<file path="config.mk">
export PLATFORM = sky130hd
export DESIGN_NAME = sccb_arbiter
export DESIGN_NICKNAME = d
export VERILOG_FILES = /design/src/rtl/sccb_arbiter.sv
export SDC_FILE = /design/constraint.sdc
export NUM_CORES = 1
export LEC_CHECK = 0
export CAP_MARGIN = 5
export CORE_MARGIN = 2
export CORE_UTILIZATION = 45
export CTS_BUF_LIST = sky130_fd_sc_hd__clkbuf_8
export DETAILED_ROUTE_END_ITERATION = 6
export GPL_TIMING_DRIVEN = 0
export MAX_ROUTING_LAYER = met4
export PLACE_DENSITY = 0.78
export RECOVER_POWER = 50
export SETUP_SLACK_MARGIN = 0.4
export SYNTH_ARGS = -nofsm -noshare
export SYNTH_HDL_FRONTEND = slang
export SYNTH_SLANG_ARGS = --single-unit
</file>
<file path="constraint.sdc">
create_clock -name clk -period 2.1 [get_ports clk]
set_clock_uncertainty 0.15 [all_clocks]
set_input_delay 0.42 -clock clk [delete_from_list [all_inputs] [get_ports clk]]
set_output_delay 0.42 -clock clk [all_outputs]
set_load 0.1 [all_outputs]
</file>
<file path="src/rtl/sccb_arbiter.sv">
`default_nettype none
// ============================================================================
// Module   : sccb_arbiter
// Purpose  : Two-port arbiter in front of one SCCB master. Port 0 has fixed
//            priority, with a starvation guard for port 1 and a watchdog.
// Revision : 1.0 - initial release
// ============================================================================
module sccb_arbiter #(
   parameter int DATA_W   = 8,
   parameter int STARVE_N = 4,
   parameter int TIMEOUT  = 100000,
   parameter int TO_W     = 17
) (
   input  logic              clk,
   input  logic              rst_n,
   input  logic              req0_vld,
   input  logic              req0_rd,
   input  logic [DATA_W-1:0] req0_addr,
   input  logic [DATA_W-1:0] req0_wdata,
   input  logic              req1_vld,
   input  logic              req1_rd,
   input  logic [DATA_W-1:0] req1_addr,
   input  logic [DATA_W-1:0] req1_wdata,
   output logic              ack0,
   output logic              ack1,
   output logic              done0,
   output logic              done1,
   output logic              err0,
   output logic              err1,
   output logic [DATA_W-1:0] rdata0,
   output logic [DATA_W-1:0] rdata1,
   output logic              wr_en,
   output logic              rd_en,
   output logic [DATA_W-1:0] addr,
   output logic [DATA_W-1:0] wdata,
   input  logic              rdy,
   input  logic [DATA_W-1:0] rdata,
   input  logic              rdata_vld,
   output logic              busy
);

   localparam int               c_sc_w       = $clog2(STARVE_N + 1);
   localparam logic [c_sc_w-1:0] c_starve_max = c_sc_w'(STARVE_N);
   localparam logic [TO_W-1:0]   c_to_last    = TO_W'(TIMEOUT - 1);

   typedef enum logic [1:0] {
      S_IDLE      = 2'd0,
      S_ISSUE     = 2'd1,
      S_WAIT_BUSY = 2'd2,
      S_WAIT_DONE = 2'd3
   } state_t;

   state_t              r_state;
   state_t              w_state_nxt;
   logic                r_owner;
   logic                r_rd;
   logic                r_rd_got;
   logic [DATA_W-1:0]   r_addr_lat;
   logic [DATA_W-1:0]   r_wdata_lat;
   logic [c_sc_w-1:0]   r_starve;
   logic [TO_W-1:0]     r_wdog;

   logic w_win1;
   logic w_grant;
   logic w_timeout;
   logic w_issue;
   logic w_capture;
   logic w_complete;

   always_comb begin
      w_win1      = req1_vld && (!req0_vld || (r_starve == c_starve_max));
      w_grant     = (r_state == S_IDLE) && (req0_vld || req1_vld);
      w_timeout   = (r_state != S_IDLE) && (r_wdog == c_to_last);
      w_issue     = (r_state == S_ISSUE) && rdy && !w_timeout;
      w_capture   = (r_state == S_WAIT_DONE) && r_rd && rdata_vld && !w_timeout;
      // A read may finish in the very cycle its data strobe arrives.
      w_complete  = (r_state == S_WAIT_DONE) && rdy && !w_timeout &&
                    (!r_rd || r_rd_got || rdata_vld);
      w_state_nxt = r_state;
      case (r_state)
         S_IDLE:      if (w_grant) w_state_nxt = S_ISSUE;
         S_ISSUE:     if (w_timeout) w_state_nxt = S_IDLE;
                      else if (rdy) w_state_nxt = S_WAIT_BUSY;
         S_WAIT_BUSY: if (w_timeout) w_state_nxt = S_IDLE;
                      else if (!rdy) w_state_nxt = S_WAIT_DONE;
         S_WAIT_DONE: if (w_timeout || w_complete) w_state_nxt = S_IDLE;
         default:     w_state_nxt = S_IDLE;
      endcase
   end

   always_ff @(posedge clk or negedge rst_n) begin
      if (!rst_n) r_state <= S_IDLE;
      else        r_state <= w_state_nxt;
   end

   always_ff @(posedge clk or negedge rst_n) begin
      if (!rst_n) begin
         r_owner     <= 1'b0;
         r_rd        <= 1'b0;
         r_rd_got    <= 1'b0;
         r_addr_lat  <= '0;
         r_wdata_lat <= '0;
         r_starve    <= '0;
         r_wdog      <= '0;
      end else begin
         if (w_grant) begin
            r_owner     <= w_win1;
            r_rd        <= w_win1 ? req1_rd    : req0_rd;
            r_addr_lat  <= w_win1 ? req1_addr  : req0_addr;
            r_wdata_lat <= w_win1 ? req1_wdata : req0_wdata;
            r_wdog      <= '0;
            r_rd_got    <= 1'b0;
            if (w_win1)
               r_starve <= '0;
            else if (req1_vld && (r_starve != c_starve_max))
               r_starve <= r_starve + 1'b1;
         end else if (r_state != S_IDLE) begin
            r_wdog <= r_wdog + 1'b1;
         end
         if (w_capture)
            r_rd_got <= 1'b1;
      end
   end

   always_ff @(posedge clk or negedge rst_n) begin
      if (!rst_n) begin
         ack0   <= 1'b0;
         ack1   <= 1'b0;
         done0  <= 1'b0;
         done1  <= 1'b0;
         err0   <= 1'b0;
         err1   <= 1'b0;
         wr_en  <= 1'b0;
         rd_en  <= 1'b0;
         busy   <= 1'b0;
         addr   <= '0;
         wdata  <= '0;
         rdata0 <= '0;
         rdata1 <= '0;
      end else begin
         ack0  <= w_issue && !r_owner;
         ack1  <= w_issue && r_owner;
         wr_en <= w_issue && !r_rd;
         rd_en <= w_issue && r_rd;
         done0 <= w_complete && !r_owner;
         done1 <= w_complete && r_owner;
         err0  <= w_timeout && !r_owner;
         err1  <= w_timeout && r_owner;
         busy  <= (w_state_nxt != S_IDLE);
         if (w_issue) begin
            addr  <= r_addr_lat;
            wdata <= r_wdata_lat;
         end
         if (w_capture) begin
            if (r_owner) rdata1 <= rdata;
            else         rdata0 <= rdata;
         end
      end
   end

endmodule
`default_nettype wire
</file>
==> results of run 1 <==
## power groups by stage
stage | sequential, mW | combinational [mW] | clock [mW]
after global placement | 2.55 | 4.31 | 0
after global routing | 2.67 | 4.87 | 1.06
after detailed placement | 2.59 | 4.39 | 0
after CTS | 2.56 | 4.41 | 0.984
final | 2.60 | 4.67 | 0.978
after floorplan | 4.79 | 1.07 | 0
## registers in the layout, indices dropped and copies added, names as in the netlist, 2 cells and up
signal / count
r_wdog: 17
addr: 8
r_addr_lat: 8
r_wdata_lat: 8
rdata0: 8
rdata1: 8
wdata: 8
r_starve: 3
r_state: 2
## cells in the final DEF, fill, tap and decap left out, drive strengths merged, types with 2 or more instances in the layout
master and count:
dfrtp 82, nand3 4, ha 3, and3 3
clkbuf 34, clkinv 2, clkdlybuf4s50 44, mux2i 28
a21oi 2, o21ai 26, nand2 43, nand4 7
buf 66, a22o 2, nor2 6, mux2 33
o211ai 3, nor4 6, nor3 7, inv 6
o31ai 4
## what timing repair did
item,4_1_cts,5_1_grt
pin swaps,3,13
gates resized for setup,273,57
setup buffers,16,17
endpoints found under the hold margin,24,0
endpoints found under the setup margin,123,96
hold buffers,1,0
gates cloned,1,0
## final cells by class
type | instances | area, sq um | area share
clock buffers | 10 | 138 | 0.0265
flip-flops and latches | 82 | 2060 | 0.396
multi-input cells | 187 | 1610 | 0.309
clock inverters | 4 | 21.3 | 0.00409
plain buffers | 13 | 129 | 0.0248
inverters | 5 | 18.8 | 0.00361
well taps | 102 | 128 | 0.0245
repair buffers | 123 | 1100 | 0.212
## cell usage after synthesis (2+ instances only)
cell	n
dfrtp_1	82
nand2_1	43
mux2i_1	28
mux2_2	24
o21ai_0	24
mux2_4	9
clkbuf_1	8
nand4_1	7
nor2_1	6
inv_1	5
nor3_1	5
nor4_1	5
nand3_1	4
o31ai_1	4
and3_1	3
ha_1	3
o211ai_1	3
a21oi_1	2
a22o_1	2
buf_2	2
o21ai_1	2
## per-stage QoR
stage          setup WS (ps)  TNS, ps
2_1_floorplan          -4.94    -44.5
3_3_place_gp           -2360  -204390
3_5_place_dp            -328   -11770
4_1_cts                 -109    -2150
5_1_grt                 -205    -6040
6_report                -138    -3670
## cells by family after synthesis
family	after synthesis
XOR/XNOR	1
multiplexers	61
buffers and inverters	18
adder cells (fa/ha/maj)	3
flip-flops	82
AND/OR/NAND/NOR	82
AO/OA/AOI/OAI	40
## metal layers
metal  global-route usage  part of all wire
met5                    -                 0
met2                0.336              0.54
met1                0.249              0.41
met4               0.0833             0.012
met3               0.0456             0.040
## worst max-delay path, cell delays in order (launching register included)
cell and delay, ps:
dfrtp_1 400, or4b_4 560, nor4_4 310, buf_6 170
buf_6 100, nor3_4 40, buf_6 140, mux2_2 270
## path summary, 6_finish.rpt
kind,from,to,slack (ps),depth (start not counted)
max,r_wdog[12]$_DFFE_PN0P_,rdata1[5]$_DFFE_PN0P_,-140,7
min,r_wdata_lat[0]$_DFFE_PN0P_,r_wdata_lat[0]$_DFFE_PN0P_,340,2
max reg2reg,r_wdog[12]$_DFFE_PN0P_,rdata1[5]$_DFFE_PN0P_,-140,7
min reg2reg,r_wdata_lat[0]$_DFFE_PN0P_,r_wdata_lat[0]$_DFFE_PN0P_,340,2
max in group asynchronous,rst_n,r_wdog[3]$_DFFE_PN0P_,370,3
min in group asynchronous,rst_n,rdata1[7]$_DFFE_PN0P_,480,2
==> results.sh, run 1 <==
export IMPL_cts_tree="built"
export IMPL_clk_path_buf_depth=2
export IMPL_muxShareOfSynthArea=0.193
export IMPL_wire_per_inst_microns=16.6
export IMPL_place_inst=477
export IMPL_die_h_microns=92.8
export IMPL_area_growth_synth_to_final_pct=46.4
export IMPL_synth_flop_cell="dfrtp_1"
export IMPL_status="finished, violations left"
export IMPL_core_sq_mm=0.00769
export IMPL_vias=2735
export IMPL_wirelength_microns=8720
export IMPL_synth_distinct_cells=37
export IMPL_hold_violations=0
export IMPL_synth_cells=287
export IMPL_fillers=553
export IMPL_grt_pass1_wl_microns=13300
export IMPL_synthesis_yosys_warnings=0
export IMPL_fin_area_sq_mm=0.00520
export IMPL_p_comb_frac=0.566
export IMPL_cts_max_level=3
export IMPL_drtIter0Drc=149
export IMPL_worst_slew_pin_slew_ps=654
export IMPL_clock_power_share=0.119
export IMPL_arrival_ps=2330
export IMPL_clk_latency_ps=350
export IMPL_p_int_mw=4.01
export IMPL_synth_seq_area_share=0.578
export IMPL_num_rows=32
export IMPL_p_total_mw=8.25
export IMPL_antenna_found_initial=0
export IMPL_netlist_area_sq_mm=0.00355
export IMPL_fin_crit_ps=2240
export IMPL_drv_slew=0
export IMPL_synth_compound_area_frac=0.0666
export IMPL_setup_viol=41
export IMPL_fin_cells=526
export IMPL_path_clk_slew_ps=80
export IMPL_relSlewSlack=0.564
export IMPL_seqPwrFrac=0.315
export IMPL_ant_nets=0
export IMPL_fmax_mhz=447
export IMPL_hpwl_microns=5480
export IMPL_nets=472
export IMPL_port_buffers=87
export IMPL_drc=0
export IMPL_yosys_area_share_simple=0.122
export IMPL_dr_pass1_iters=4
export IMPL_grt_pass1_vias=2739
export IMPL_p_leak_nw=2.49
export IMPL_path_class="reg -> reg"
export IMPL_synth_top_area_cell="dfrtp_1"
export IMPL_vias_per_cell=5.20
export IMPL_synth_top_family_by_area="multiplexers"
export IMPL_vdd_drop_max_uv=846
export IMPL_power_density_mw_per_mm2=1590
export IMPL_start_util=0.462
export IMPL_synth_top_area_frac=0.578
export IMPL_synth_adder_area_share=0.0106
export IMPL_syn_area_per_cell_sq_um=12.4
export IMPL_holdCritPathClass="reg -> reg"
export IMPL_path_max_fanout=5
export IMPL_drive_above_1_share=0.417
export IMPL_async_flop_share=1.00
export IMPL_place_area_sq_mm=0.00460
export IMPL_p_sw_frac=0.514
export IMPL_grtUsageTotal=0.206
export IMPL_synth_area_leaders="dfrtp_1 (58%), mux2i_1 (7.9%), mux2_2 (7.6%), nand2_1 (4.5%), mux2_4 (3.8%)"
export IMPL_ys_ff_latch=82
export IMPL_cp_end_kind="register"
export IMPL_max_cap_violations=0
export IMPL_synth_xor_area_share=0.00247
export IMPL_synth_edf_count=0
export IMPL_gp_congestion=0.818
export IMPL_grt_max_degree=59
export IMPL_clock_sinks=82
export IMPL_rsz0062_at_grt="yes"
export IMPL_violations="negative setup slack"
export IMPL_utilization=0.676
export IMPL_io_pins=89
export IMPL_num_antenna_cells=0
export IMPL_cp_start_kind="register"
export IMPL_power_switching_mw=4.24
export IMPL_dieArea_sq_mm=0.00862
export IMPL_synth_fp_nets=338
export IMPL_finalCritPeriodShare=1.07
export IMPL_dieWidth_microns=92.8
export IMPL_hold_slack_ps=335
export IMPL_setup_ws_ps=-138
export IMPL_overflow=0
export IMPL_cts_buffers=9
export IMPL_required_ps=2190
export IMPL_root_buffer="clkbuf_8"
No activity file was read; power rests on OpenSTA's default activity.
==> run 2, diff against run 1 <==
- DONT_BUFFER_PORTS: default -> 1
- PLACE_DENSITY: 0.78 -> 0.63
==> run 2 against run 1 <==
Effect of this change: the flow finishes with violations (negative hold slack, negative setup slack); global-route usage down 2.5 points; via count down 15%; cell count down 18%; first-iteration DRC count down 34%; wire length down 14%; utilization down 11 points; final area down 16%; maximum frequency up 1.7%; highest routed layer unchanged.
==> results.sh, run 2 (synthesized netlist as in run 1, its figures left out) <==
export IMPL_status="finished, violations left"
export IMPL_violations="negative hold slack, negative setup slack"
export IMPL_relSlewSlack=0.399
export IMPL_final_cell_mix="dfrtp_1 (49), nand2_1 (41), dfrtp_2 (33)"
export IMPL_start_util=0.462
export IMPL_cp_start_kind="register"
export IMPL_holdCritPathClass="in -> async"
export IMPL_hold_violations=82
export IMPL_fmax_mhz=455
export IMPL_die_h_microns=92.8
export IMPL_antenna_found_initial=0
export IMPL_post_place_ws_ps=-204
export IMPL_dieArea_sq_mm=0.00862
export IMPL_cp_end_kind="register"
export IMPL_worstReg2RegEnd="rdata1[4]$_DFFE_PN0P_"
export IMPL_cp_cell_sequence="or4b_4, nor4_4, buf_6, buf_6, nor3_4, buf_6, mux2_2"
export IMPL_grt_pass1_wl_microns=11700
export IMPL_num_antenna_cells=0
export IMPL_drc=0
export IMPL_vias_per_cell=5.39
export IMPL_max_cap_violations=0
export IMPL_fin_cells=429
export IMPL_clk_path_buf_depth=2
export IMPL_required_ps=2180
export IMPL_dieWidth_microns=92.8
export IMPL_nets=373
export IMPL_io_pins=89
export IMPL_clock_sinks=82
export IMPL_place_inst=389
export IMPL_overflow=0
export IMPL_cts_buffers=9
export IMPL_layout_commonest_cell="dfrtp_1"
export IMPL_ant_nets=0
export IMPL_utilization=0.566
export IMPL_path_class="reg -> reg"
export IMPL_critical_path_most_common_cell="buf_6"
export IMPL_wire_per_inst_microns=17.5
export IMPL_core_sq_mm=0.00769
export IMPL_fillers=633
export IMPL_worstReg2RegStart="r_wdog[12]$_DFFE_PN0P_"
export IMPL_num_rows=32
export IMPL_drv_slew=0
export IMPL_r2r_setup_slack_ps=-100
export IMPL_area_growth_synth_to_final_pct=22.6
export IMPL_wirelength_microns=7490
export IMPL_setup_ws_ps=-100
export IMPL_cts_tree="built"
export IMPL_drive_above_1_share=0.440
export IMPL_clk_latency_ps=340
export IMPL_cp_slowest_cell="or4b_4"
export IMPL_arrival_ps=2280
export IMPL_root_buffer="clkbuf_8"
export IMPL_hold_slack_ps=-395
export IMPL_setup_viol=31
export IMPL_worst_slew_pin_slew_ps=901
export IMPL_path_max_fanout=4
export IMPL_grt_max_degree=83
export IMPL_dr_pass1_iters=4
export IMPL_crit_path_end="rdata1[4]$_DFFE_PN0P_"
export IMPL_port_buffers=0
export IMPL_cts_max_level=3
export IMPL_cpPeakStageDelay_ps=550
export IMPL_rsz0062_at_grt="yes"
export IMPL_hpwl_microns=4700
export IMPL_vias=2314
export IMPL_worst_r2r_path_depth=7
export IMPL_path_clk_slew_ps=90
export IMPL_grt_pass1_vias=2275
export IMPL_finalCritPeriodShare=1.05
export IMPL_drtIter0Drc=98
export IMPL_grtUsageTotal=0.181
export IMPL_largest_reg_flops=17
export IMPL_top_register="r_wdog"
export IMPL_crit_start="r_wdog[12]$_DFFE_PN0P_"
export IMPL_fin_crit_ps=2200
export IMPL_gp_congestion=0.756
## run 2: cell types whose count changed in the layout (fill, tap and decap cells not counted), moves of 4 or more
cell,change
clkbuf_4,-19
buf_6,-4
buf_4,-26
dfrtp_1,-29
clkdlybuf4s50_1,-44
dfrtp_2,+29
## run 2: worst min path at each step
| stage | to | slack (ps) | depth (start not counted) |
|---|---|---|---|
| finish | done1$_DFF_PN0_ | -390 | 0 |
| global route | r_wdata_lat[6]$_DFFE_PN0P_ | -410 | 0 |
| CTS | rdata1[7]$_DFFE_PN0P_ | -410 | 0 |
| detailed placement | r_starve[1]$_DFFE_PN0P_ | -20 | 0 |
| global placement | r_starve[1]$_DFFE_PN0P_ | -20 | 0 |
| floorplan | ack0$_DFF_PN0_ | -30 | 0 |
## run 2: per-layer routing
layer / wire [microns] / global-route usage
met1: 3300 / 0.240
met2: 3740 / 0.270
met3: 289 / 0.0382
met4: 159 / 0.0784
met5: 0 / -
## run 2: per-stage QoR
step / cell area [sq um] / setup TNS, ps
CTS: 4240 / -1600
global placement: 3700 / -4380
floorplan: 3570 / -44.5
finish: 4350 / -1830
global route: 4350 / -2830
detailed placement: 3700 / -4400
## run 2: final cells by class
| class | instances | area, sq um | share of cell area |
|---|---|---|---|
| inverter | 5 | 18.8 | 0.00431 |
| clock buffer | 10 | 138 | 0.0316 |
| clock inverter | 6 | 72.6 | 0.0167 |
| tap | 102 | 128 | 0.0293 |
| buffer | 13 | 118 | 0.0270 |
| multi-input combinational | 187 | 1520 | 0.350 |
| sequential | 82 | 2090 | 0.481 |
| timing repair buffer | 24 | 264 | 0.0606 |
## run 2: worst max-delay path, delay by kind of cell (launching register included)
family                 cells  cell delay (ps)
buffers and inverters      3              390
DFF                        1              390
muxes                      1              260
and+or+nand+nor            3              880
## run 2: timing repair
item,CTS,global route
endpoints found under the hold margin,82,82
cloned,1,1
resized for setup,63,28
setup endpoints to repair,123,84
pin swaps,7,10
setup buffers,19,3
Power of run 2 is left out: the tool's default activity adds up to more than one toggle a clock period on the data nets, which glitch-free logic cannot reach.
==> run 3, diff against run 2 <==
- GPL_ROUTABILITY_DRIVEN: default -> 0
- PLACE_DENSITY: 0.63 -> 0.61
- clock period: 2.1 -> 2.49 ns (I/O delays scaled with it)
==> run 3 against run 2 <==
Effect of this change: the run ends with negative hold slack left; worst setup slack better by 410 ps; hold slack improved by 92 ps; via count shrank 4.5%; critical path depth did not move; register-to-register slack better by 410 ps; maximum frequency up 0.89%; sequential share of layout area grew 2.7 points.
==> results.sh, run 3 (synthesized netlist as in run 1, its figures left out) <==
export IMPL_status="finished, violations left"
export IMPL_violations="negative hold slack"
export IMPL_final_cell_mix="dfrtp_1 (82), nand2_1 (41), mux2i_1 (28)"
export IMPL_dieWidth_microns=92.8
export IMPL_max_cap_violations=0
export IMPL_path_clk_slew_ps=80
export IMPL_utilization=0.525
export IMPL_layout_commonest_cell="dfrtp_1"
export IMPL_grt_max_degree=83
export IMPL_num_antenna_cells=0
export IMPL_drv_slew=0
export IMPL_area_growth_synth_to_final_pct=13.7
export IMPL_dr_pass1_iters=4
export IMPL_vias=2211
export IMPL_worst_slew_pin_slew_ps=926
export IMPL_rsz0062_at_grt="yes"
export IMPL_fin_area_sq_mm=0.00404
export IMPL_cp_start_kind="register"
export IMPL_nets=361
export IMPL_grtUsageTotal=0.169
export IMPL_holdCritPathClass="in -> async"
export IMPL_largest_reg_flops=17
export IMPL_hold_slack_ps=-303
export IMPL_drive_above_1_share=0.251
export IMPL_grt_pass1_wl_microns=11000
export IMPL_cts_tree="built"
export IMPL_antenna_found_initial=0
export IMPL_cp_cell_sequence="or4b_4, nor4_4, buf_6, buf_6, nor3_4, buf_4, mux2_2"
export IMPL_path_class="reg -> reg"
export IMPL_cts_buffers=9
export IMPL_top_register="r_wdog"
export IMPL_hpwl_microns=4650
export IMPL_finalCritPeriodShare=0.876
export IMPL_hold_violations=82
export IMPL_wire_per_inst_microns=16.2
export IMPL_port_buffers=0
export IMPL_fmax_mhz=459
export IMPL_critical_path_buf_inv_count=3
export IMPL_overflow=0
export IMPL_ant_nets=0
export IMPL_root_buffer="clkbuf_8"
export IMPL_wirelength_microns=6770
export IMPL_cpPeakStageDelay_ps=550
export IMPL_drc=0
export IMPL_grt_pass1_vias=2184
export IMPL_place_area_sq_mm=0.00368
export IMPL_clk_latency_ps=340
export IMPL_die_h_microns=92.8
export IMPL_cp_slowest_cell="or4b_4"
export IMPL_vias_per_cell=5.30
export IMPL_dieArea_sq_mm=0.00862
export IMPL_arrival_ps=2260
export IMPL_clk_path_buf_depth=2
export IMPL_cp_end_kind="register"
export IMPL_cts_max_level=3
export IMPL_critical_path_most_common_cell="buf_6"
export IMPL_fin_crit_ps=2180
export IMPL_path_max_fanout=3
export IMPL_core_sq_mm=0.00769
export IMPL_num_rows=32
export IMPL_required_ps=2570
export IMPL_relSlewSlack=0.382
export IMPL_io_pins=89
export IMPL_setup_viol=0
export IMPL_setup_tns_ps=0
export IMPL_clock_sinks=82
export IMPL_start_util=0.462
export IMPL_drtIter0Drc=102
export IMPL_cp_top_family="simple AND/OR/NAND/NOR gates"
## run 3: cell count changes in the layout (fill, tap and decap cells not counted), sizes merged
cell,before,now
inv,8,6
clkinvlp,1,2
buf,34,16
clkbuf,13,18
clkinv,1,3
## run 3: path summary, 6_finish.rpt
check	startpoint	to	slack, ps	depth (start not counted)
max in group asynchronous	rst_n	rd_en$_DFF_PN0_	2390	0
min reg2reg	r_wdog[16]$_DFFE_PN0P_	r_wdog[16]$_DFFE_PN0P_	320	1
min in group clk	rdata[6]	rdata0[6]$_DFFE_PN0P_	150	1
max	r_wdog[8]$_DFFE_PN0P_	rdata1[5]$_DFFE_PN0P_	310	7
min	rst_n	rdata0[4]$_DFFE_PN0P_	-300	0
max reg2reg	r_wdog[8]$_DFFE_PN0P_	rdata1[5]$_DFFE_PN0P_	310	7
## run 3: layout make-up
cell class / instances / area [sq um]
Clock buffer: 9 / 124
Buffer: 13 / 88.8
Timing Repair Buffer: 12 / 123
Fill cell: 692 / 3650
Sequential cell: 82 / 2050
Tap cell: 102 / 128
Multi-Input combinational cell: 187 / 1430
Inverter: 5 / 18.8
Clock inverter: 7 / 71.3
## run 3: timing repair
action | 4_1_cts | 5_1_grt
setup endpoints to repair | 43 | 68
pin swaps | 4 | 2
buffers inserted | 9 | 2
gates resized for setup | 9 | 16
endpoints found under the hold margin | 82 | 82
cloned | 0 | 1
## run 3: routing by layer
layer,up-vias,GRT usage,share of wire
met5,-,-,0
met4,0,0.0772,0.018
met3,13,0.0334,0.044
met2,48,0.243,0.49
met1,1083,0.231,0.45
li1,1067,-,-
## run 3: stage by stage
stage	setup WS (ps)	instances
after floorplan	385	287
after global placement	193	389
after detailed placement	167	389
after CTS	314	414
after global routing	173	417
final	309	417
Power of run 3 is left out for the same reason.
